===== config.mk =====
export PLATFORM = sky130hd
export DESIGN_NAME = seq_window_detector
export DESIGN_NICKNAME = d
export VERILOG_FILES = /design/src/rtl/seq_window_detector.sv
export SDC_FILE = /design/constraint.sdc
export NUM_CORES = 1
export LEC_CHECK = 0
export BUFFER_PORTS_ARGS = -buffer_cell sky130_fd_sc_hd__buf_2
export CAP_MARGIN = 40
export CORE_MARGIN = 2
export CORE_UTILIZATION = 50
export CTS_BUF_LIST = sky130_fd_sc_hd__clkbuf_8 sky130_fd_sc_hd__clkbuf_16
export DETAILED_ROUTE_END_ITERATION = 8
export GPL_TIMING_DRIVEN = 0
export PLACE_DENSITY = 0.71
export SLEW_MARGIN = 15
export SYNTH_ARGS = -nofsm -noshare
export SYNTH_HDL_FRONTEND = slang
export SYNTH_SLANG_ARGS = --single-unit

===== constraint.sdc =====
create_clock -name clk -period 3.4 [get_ports clk]
set_input_delay 0.51 -clock clk [delete_from_list [all_inputs] [get_ports clk]]
set_output_delay 0.51 -clock clk [all_outputs]
set_load 0.02 [all_outputs]

===== src/rtl/seq_window_detector.sv =====
// Serial pattern detector; counts matches per window of WIN_LEN accepted bits.
// Define SEQ_DET_MASK_EN to add pattern_mask (0 bits are don't-care).
module seq_window_detector #(
  parameter int PAT_W   = 4,
  parameter int WIN_LEN = 20,
  parameter int CNT_W   = 5
) (
  input  logic             clk,
  input  logic             rst,
  input  logic [PAT_W-1:0] pattern,
`ifdef SEQ_DET_MASK_EN
  input  logic [PAT_W-1:0] pattern_mask,
`endif
  input  logic             bit_in,
  input  logic             bit_valid,
  input  logic             overlap,
  output logic             match,
  output logic [CNT_W-1:0] count,
  output logic             count_valid
);

  localparam int WIN_W  = (WIN_LEN > 1) ? $clog2(WIN_LEN) : 1;
  localparam int FILL_W = $clog2(PAT_W + 1);

  localparam logic [FILL_W-1:0] FILL_FULL = FILL_W'(PAT_W);
  localparam logic [WIN_W-1:0]  WIN_LAST  = WIN_W'(WIN_LEN - 1);
  localparam logic [CNT_W-1:0]  ACC_MAX   = '1;

  typedef enum logic {
    FILL,
    HUNT
  } state_t;

  state_t state, state_n;

  logic [PAT_W-1:0]  shreg;
  logic [PAT_W-1:0]  shreg_n;
  logic [FILL_W-1:0] fill;
  logic [FILL_W-1:0] fill_inc;
  logic [FILL_W-1:0] fill_n;
  logic [CNT_W-1:0]  acc;
  logic [CNT_W-1:0]  acc_sum;
  logic [CNT_W-1:0]  acc_n;
  logic [WIN_W-1:0]  win_cnt;
  logic [WIN_W-1:0]  win_n;
  logic              cmp;
  logic              hit;
  logic              win_end;

  always_comb begin
    shreg_n = shreg >> 1;
    shreg_n[PAT_W-1] = bit_in;
  end

  assign fill_inc = (fill == FILL_FULL) ? fill : fill + 1'b1;

`ifdef SEQ_DET_MASK_EN
  assign cmp = (((shreg_n ^ pattern) & pattern_mask) == '0);
`else
  assign cmp = (shreg_n == pattern);
`endif

  assign hit     = bit_valid && (fill_inc == FILL_FULL) && cmp;
  assign win_end = bit_valid && (win_cnt == WIN_LAST);
  assign acc_sum = (hit && acc != ACC_MAX) ? acc + 1'b1 : acc;

  always_comb begin
    state_n = state;
    fill_n  = fill;
    acc_n   = acc;
    win_n   = win_cnt;
    if (bit_valid) begin
      fill_n = fill_inc;
      acc_n  = acc_sum;
      win_n  = win_cnt + 1'b1;
      unique case (state)
        FILL: if (fill_inc == FILL_FULL) state_n = HUNT;
        HUNT: state_n = HUNT;
        default: state_n = FILL;
      endcase
      // A non-overlapping hit needs PAT_W fresh bits before the next one.
      if (hit && !overlap) begin
        fill_n  = '0;
        state_n = FILL;
      end
      if (win_end) begin
        fill_n  = '0;
        acc_n   = '0;
        win_n   = '0;
        state_n = FILL;
      end
    end
  end

  always_ff @(posedge clk or posedge rst) begin
    if (rst) begin
      state       <= FILL;
      shreg       <= '0;
      fill        <= '0;
      acc         <= '0;
      win_cnt     <= '0;
      match       <= 1'b0;
      count       <= '0;
      count_valid <= 1'b0;
    end else begin
      state       <= state_n;
      fill        <= fill_n;
      acc         <= acc_n;
      win_cnt     <= win_n;
      match       <= hit;
      count_valid <= win_end;
      if (bit_valid) shreg <= shreg_n;
      if (win_end) count <= acc_sum;
    end
  end

endmodule


==> flow_metrics.py, run 1 <==
metrics = {
    "logic_synthesis": {
        "synth_nets": 116,
        "async_flop_share": 1.00,
        "yosys_warnings": 0,
        "yosys_register_bits": 23,
        "synth_area_um2": 1140,
        "synth_seq_area_share": 0.507,
        "syn_inst": 102,
        "synth_area_per_cell_um2": 11.1,
        "synth-edff-count": 0,
        "synth.distinct_cells": 33,
        "synth-main-ff-cell": "dfrtp_1",
    },
    "global_route": {
        "grtUsageTotal": 0.175,
        "antenna_found_initial": 0,
        "grt_max_degree": 14,
        "grt_overflow": 0,
        "grt_pass1_wl_um": 3370,
        "grt_pass1_vias": 795,
    },
    "place": {
        "gp_congestion": 0.773,
        "port-buffer-count": 14,
        "dp_hpwl_um": 1510,
        "placed_cell_area_um2": 1260,
    },
    "power_and_ir_drop": {
        "power_density_nw_per_um2": 704,
        "p_leak_nw": 0.607,
        "peakVddDrop_uv": 418,
    },
    "timing": {
        "slew_viol_final": 0,
        "fmax_ghz": 0.444,
        "post-route-period-util": 0.662,
        "tns_ns": 0,
        "slew_headroom": 0.706,
        "post-route-min-period_ns": 2.25,
        "rsz0062_at_grt": "false",
        "setup_viol": 0,
        "worstMarginPinSlew_ns": 0.441,
        "skew_ns": 0.00208,
        "hold_viol": 0,
    },
    "route": {
        "routed_wl_um": 1930,
        "via_per_inst": 5.35,
        "vias": 797,
        "wl_per_cell_um": 13.0,
        "drc": 0,
        "dr.first_iter.drc_count": 5,
        "ant_nets": 0,
        "first_pass_iters": 4,
    },
    "cells_and_area": {
        "num_antenna_cells": 0,
        "nFillCells": 193,
        "multi_input_area_um2": 526,
        "area_delta_synth_final_pct": 14.5,
        "drive_gt1_frac": 0.240,
        "fin_nets": 136,
        "design_area_um2": 1300,
        "ff_latch_area_um2": 576,
    },
    "clock_tree": {
        "path_clk_slew_ns": 0.08,
        "numCtsBuffers": 3,
        "cts_tree": "done",
        "insertion_delay_ns": 0.26,
        "cts_resized": 0,
        "htreeDepth": 1,
        "cts_setup_buffers": 0,
        "hold_buffers": 0,
        "cts.sinks": 23,
        "root_buffer": "clkbuf_8",
        "cts_buffer_depth": 2,
    },
    "critical_path": {
        "arrival_ns": 2.40,
        "cp-start-kind": "register",
        "cp.required_ns": 3.55,
        "worstSetupEndpointType": "register",
        "worstSetupPathType": "reg2reg",
        "crit_path_max_fanout": 5,
    },
    "die": {
        "io_pins": 16,
        "die_area_um2": 2670,
        "die_y_um": 51.7,
        "placementRows": 17,
        "start_util": 0.524,
        "core_um2": 2170,
        "die_w_um": 51.7,
    },
    "run_status": {
        "status": "complete, no violations",
    },
    "hold_path": {
        "hold_path_class": "in2async",
    },
    "run": {
        "cap_violations": 0,
    },
}
[Yosys cell counts, drive strengths merged (3+ instances only)]
cell | number | area, um^2
ha | 5 | 62.6
nor2 | 8 | 30.0
xnor2 | 8 | 70.1
inv | 5 | 18.8
mux2i | 3 | 30.0
clkbuf | 3 | 11.3
nor4 | 4 | 40.0
a21oi | 4 | 31.3
mux2 | 4 | 45.0
nand2 | 6 | 22.5
dfrtp | 23 | 576
nand2b | 3 | 18.8
o21ai | 6 | 33.8
[worst paths after layout]
check                           startpoint        to  slack (ns)  cells after the start
worst min-delay path                   rst  shreg[3]        0.23                      2
min in group clk                  count[0]  count[0]        0.49                      2
worst max-delay path               fill[0]  count[1]        1.15                      7
worst max register to register     fill[0]  count[1]        1.15                      7
max in group asynchronous              rst  count[1]        2.73                      3
worst min register to register    count[0]  count[0]        0.49                      2
[flip-flops by register name (all words and copies together), names as in the netlist]
register / flops
fill: 3
acc: 5
shreg: 3
count_valid: 1
win_cnt: 5
match: 1
count: 5
[layout make-up]
cell class                      count  area share
Tap cell                           28      0.0269
Clock buffer                        3      0.0317
Multi-Input combinational cell     70       0.404
Timing Repair Buffer               15      0.0654
Inverter                            5      0.0144
Sequential cell                    23       0.442
Clock inverter                      1     0.00288
Buffer                              4      0.0125
[cell usage in the layout, fill, tap and decap left out, types with 2 or more instances in the layout]
cell type and count:
clkbuf_8 3, o21ai_0 4, mux2_2 4, xnor2_1 8
nand2_1 6, nor3_1 2, mux2i_1 3, nor2_1 8
nor4_1 3, buf_2 15, ha_1 5, inv_1 6
a21oi_2 3, nor2b_1 2, nand3_1 2, nand2b_1 3
dfrtp_1 23, clkbuf_1 3, nand3b_1 2
[routing by layer]
metal | GRT usage | share of wire | up-vias
met4 | 0.0921 | 0.018 | 0
met2 | 0.295 | 0.50 | 15
met5 | 0 | 0 | -
met1 | 0.210 | 0.45 | 386
li1 | - | - | 392
met3 | 0.0345 | 0.035 | 4
[critical path, cell delays in order (launching register included)]
cell and delay, ns:
dfrtp_1 0.42, inv_1 0.07, ha_1 0.23, or3b_1 0.37, a31o_4 0.27, nor4_4 0.38
mux2i_1 0.32, a21oi_2 0.08
[power breakdown]
part	total (W)	switching (W)	leakage, nW	internal (W)
logic	0.000326	0.000175	0.288	0.000151
clock network	0.000167	0.0000867	0.0269	0.0000806
registers	0.000424	0.0000712	0.292	0.000352
[cell families after synthesis]
group / synth area share
mux: 0.0661
fa+ha+maj: 0.0551
xor+xnor: 0.0617
simple gates: 0.178
compound gates: 0.101
flops: 0.507
buf+inv: 0.0308
[stage by stage]
step / power, W / hold WS, ns / instances / utilization / worst slack [ns]
2_1_floorplan: 0.000672 / 0.477 / 102 / - / 1.30
3_3_place_gp: 0.000733 / 0.457 / 144 / 0.572 / 1.20
3_5_place_dp: 0.000758 / 0.476 / 145 / 0.579 / 1.16
4_1_cts: 0.000922 / 0.246 / 149 / 0.600 / 1.15
5_1_grt: 0.000982 / 0.278 / 149 / 0.600 / 0.996
6_report: 0.000917 / 0.232 / 149 / 0.600 / 1.15
(Power assumes the default switching activity.)
==> run 2: changes to the inputs <==
- clock period: 3.4 -> 2.26 ns (I/O delays scaled with it)
==> flow_metrics.py, run 2 (synthesis gave the netlist of run 1 again) <==
metrics = {
    "run_status": {
        "status": "complete, no violations",
    },
    "die": {
        "die_y_um": 51.7,
        "io_pins": 16,
        "start_util": 0.524,
        "die_w_um": 51.7,
        "placementRows": 17,
        "die_area_um2": 2670,
        "core_um2": 2170,
    },
    "clock_tree": {
        "insertion_delay_ns": 0.26,
        "cts.sinks": 23,
        "root_buffer": "clkbuf_8",
        "htreeDepth": 1,
        "cts_tree": "done",
        "numCtsBuffers": 3,
        "cts_buffer_depth": 2,
        "path_clk_slew_ns": 0.08,
    },
    "critical_path": {
        "worstSetupPathType": "reg2reg",
        "cp-startpoint": "fill[0]",
        "r2r_start": "fill[0]",
        "rr_endpoint": "count[1]",
        "worstSetupEndpointType": "register",
        "regToRegSetupSlack_ns": 0.07,
        "crit_path_max_fanout": 5,
        "cp.required_ns": 2.41,
        "reg2reg_depth": 7,
        "cp-start-kind": "register",
        "arrival_ns": 2.35,
        "endpoint": "count[1]",
    },
    "timing": {
        "skew_ns": 0.00247,
        "tns_ns": 0,
        "hold_viol": 0,
        "fmax_ghz": 0.456,
        "worstMarginPinSlew_ns": 0.440,
        "post-route-period-util": 0.970,
        "slew_viol_final": 0,
        "slew_headroom": 0.706,
        "setup_viol": 0,
        "post-route-min-period_ns": 2.19,
    },
    "power_and_ir_drop": {
        "pwr-share-clk": 0.175,
        "combPwrFrac": 0.386,
        "pwr-share-seq": 0.439,
        "power_density_nw_per_um2": 1070,
        "switching_share": 0.364,
        "p_switching_w": 0.000532,
        "intPower_w": 0.000928,
        "p_leak_nw": 0.624,
        "total_power_w": 0.00146,
        "peakVddDrop_uv": 648,
    },
    "route": {
        "ant_nets": 0,
        "wl_met3_um": 71,
        "wl_per_cell_um": 13.3,
        "wl_met1_um": 906,
        "dr.first_iter.drc_count": 11,
        "via_per_inst": 5.29,
        "topRoutingLayerUsed": "met4",
        "vias": 804,
        "drc": 0,
        "wl_met2_um": 1000,
        "first_pass_iters": 4,
        "routed_wl_um": 2020,
    },
    "cells_and_area": {
        "nFillCells": 181,
        "area_delta_synth_final_pct": 19.7,
        "utilization": 0.627,
        "top_regs": "acc (5), count (5), win_cnt (5)",
        "most-common-layout-cells": "dfrtp_1, buf_2, xnor2_1, nor2_1",
        "num_antenna_cells": 0,
        "multi_input_area_um2": 558,
        "final_common_cell": "dfrtp_1",
        "ff_latch_area_um2": 576,
        "fin_nets": 139,
        "drive_gt1_frac": 0.298,
    },
    "place": {
        "port-buffer-count": 14,
        "dp_hpwl_um": 1510,
        "gp_congestion": 0.773,
    },
    "run": {
        "cap_violations": 0,
    },
    "global_route": {
        "grt_overflow": 0,
        "grt_max_degree": 14,
        "grt_pass1_vias": 795,
        "grtUsageTotal": 0.175,
        "grt_pass1_wl_um": 3370,
        "antenna_found_initial": 0,
    },
    "hold_path": {
        "hold_path_class": "in2async",
    },
}
[run 2: changes by cell type in the layout (fill, tap and decap cells not counted), moves of 2 or more]
cell	previous run	this run
buf_4	0	2
ha_1	5	3
ha_2	0	2
mux2i_1	3	1
mux2i_4	0	2
[run 2: worst min-delay path by stage]
stage / from / endpoint / slack (ns) / cells after the start
after floorplan: rst / acc[0] / 0.34 / 1
after global placement: count[0] / count[0] / 0.46 / 2
after detailed placement: rst / shreg[3] / 0.36 / 2
after CTS: rst / shreg[3] / 0.07 / 2
after global routing: rst / shreg[2] / 0.11 / 2
final: rst / shreg[1] / 0.06 / 2
[run 2: cell type report]
type,count,share of cell area
plain buffers,4,0.0120
clock buffers,3,0.0304
clock inverters,1,0.00276
inverters,5,0.0138
multi-input cells,70,0.410
flip-flops and latches,23,0.423
well taps,28,0.0258
repair buffers,18,0.0819
[run 2: metal layers]
metal	GRT usage	up-vias
met3	0.0345	4
met2	0.295	14
li1	-	397
met1	0.210	389
met4	0.0921	0
met5	0	-
[run 2: repair_timing]
item | CTS | global route
buffers inserted | 0 | 3
hold buffers | 0 | 0
gates resized for setup | 0 | 8
endpoints found under the setup margin | 0 | 6
[run 2: through the flow]
stage                     setup slack (ns)  hold slack (ns)  area (um^2)  std cells
after floorplan                      0.157            0.341         1140        102
after global placement              0.0561            0.457         1240        144
after detailed placement            0.0202            0.360         1260        145
after CTS                          0.00916           0.0746         1300        149
after global routing               -0.0157            0.107         1360        152
final                               0.0677           0.0576         1360        152
[run 2: power groups by stage]
| stage | combinational (W) | sequential [W] | clock (W) |
|---|---|---|---|
| global placement | 0.000468 | 0.000635 | 0 |
| finish | 0.000564 | 0.000641 | 0.000256 |
| global route | 0.000623 | 0.000660 | 0.000267 |
| CTS | 0.000495 | 0.000638 | 0.000255 |
| floorplan | 0.000349 | 0.000662 | 0 |
| detailed placement | 0.000494 | 0.000646 | 0 |
[run 2: critical path, cell delays in order, from the launching register on]
cell	delay, ns
dfrtp_1	0.43
ha_2	0.23
or3b_4	0.39
a31o_4	0.28
nor4_4	0.28
buf_6	0.17
mux2i_4	0.23
a21oi_2	0.07
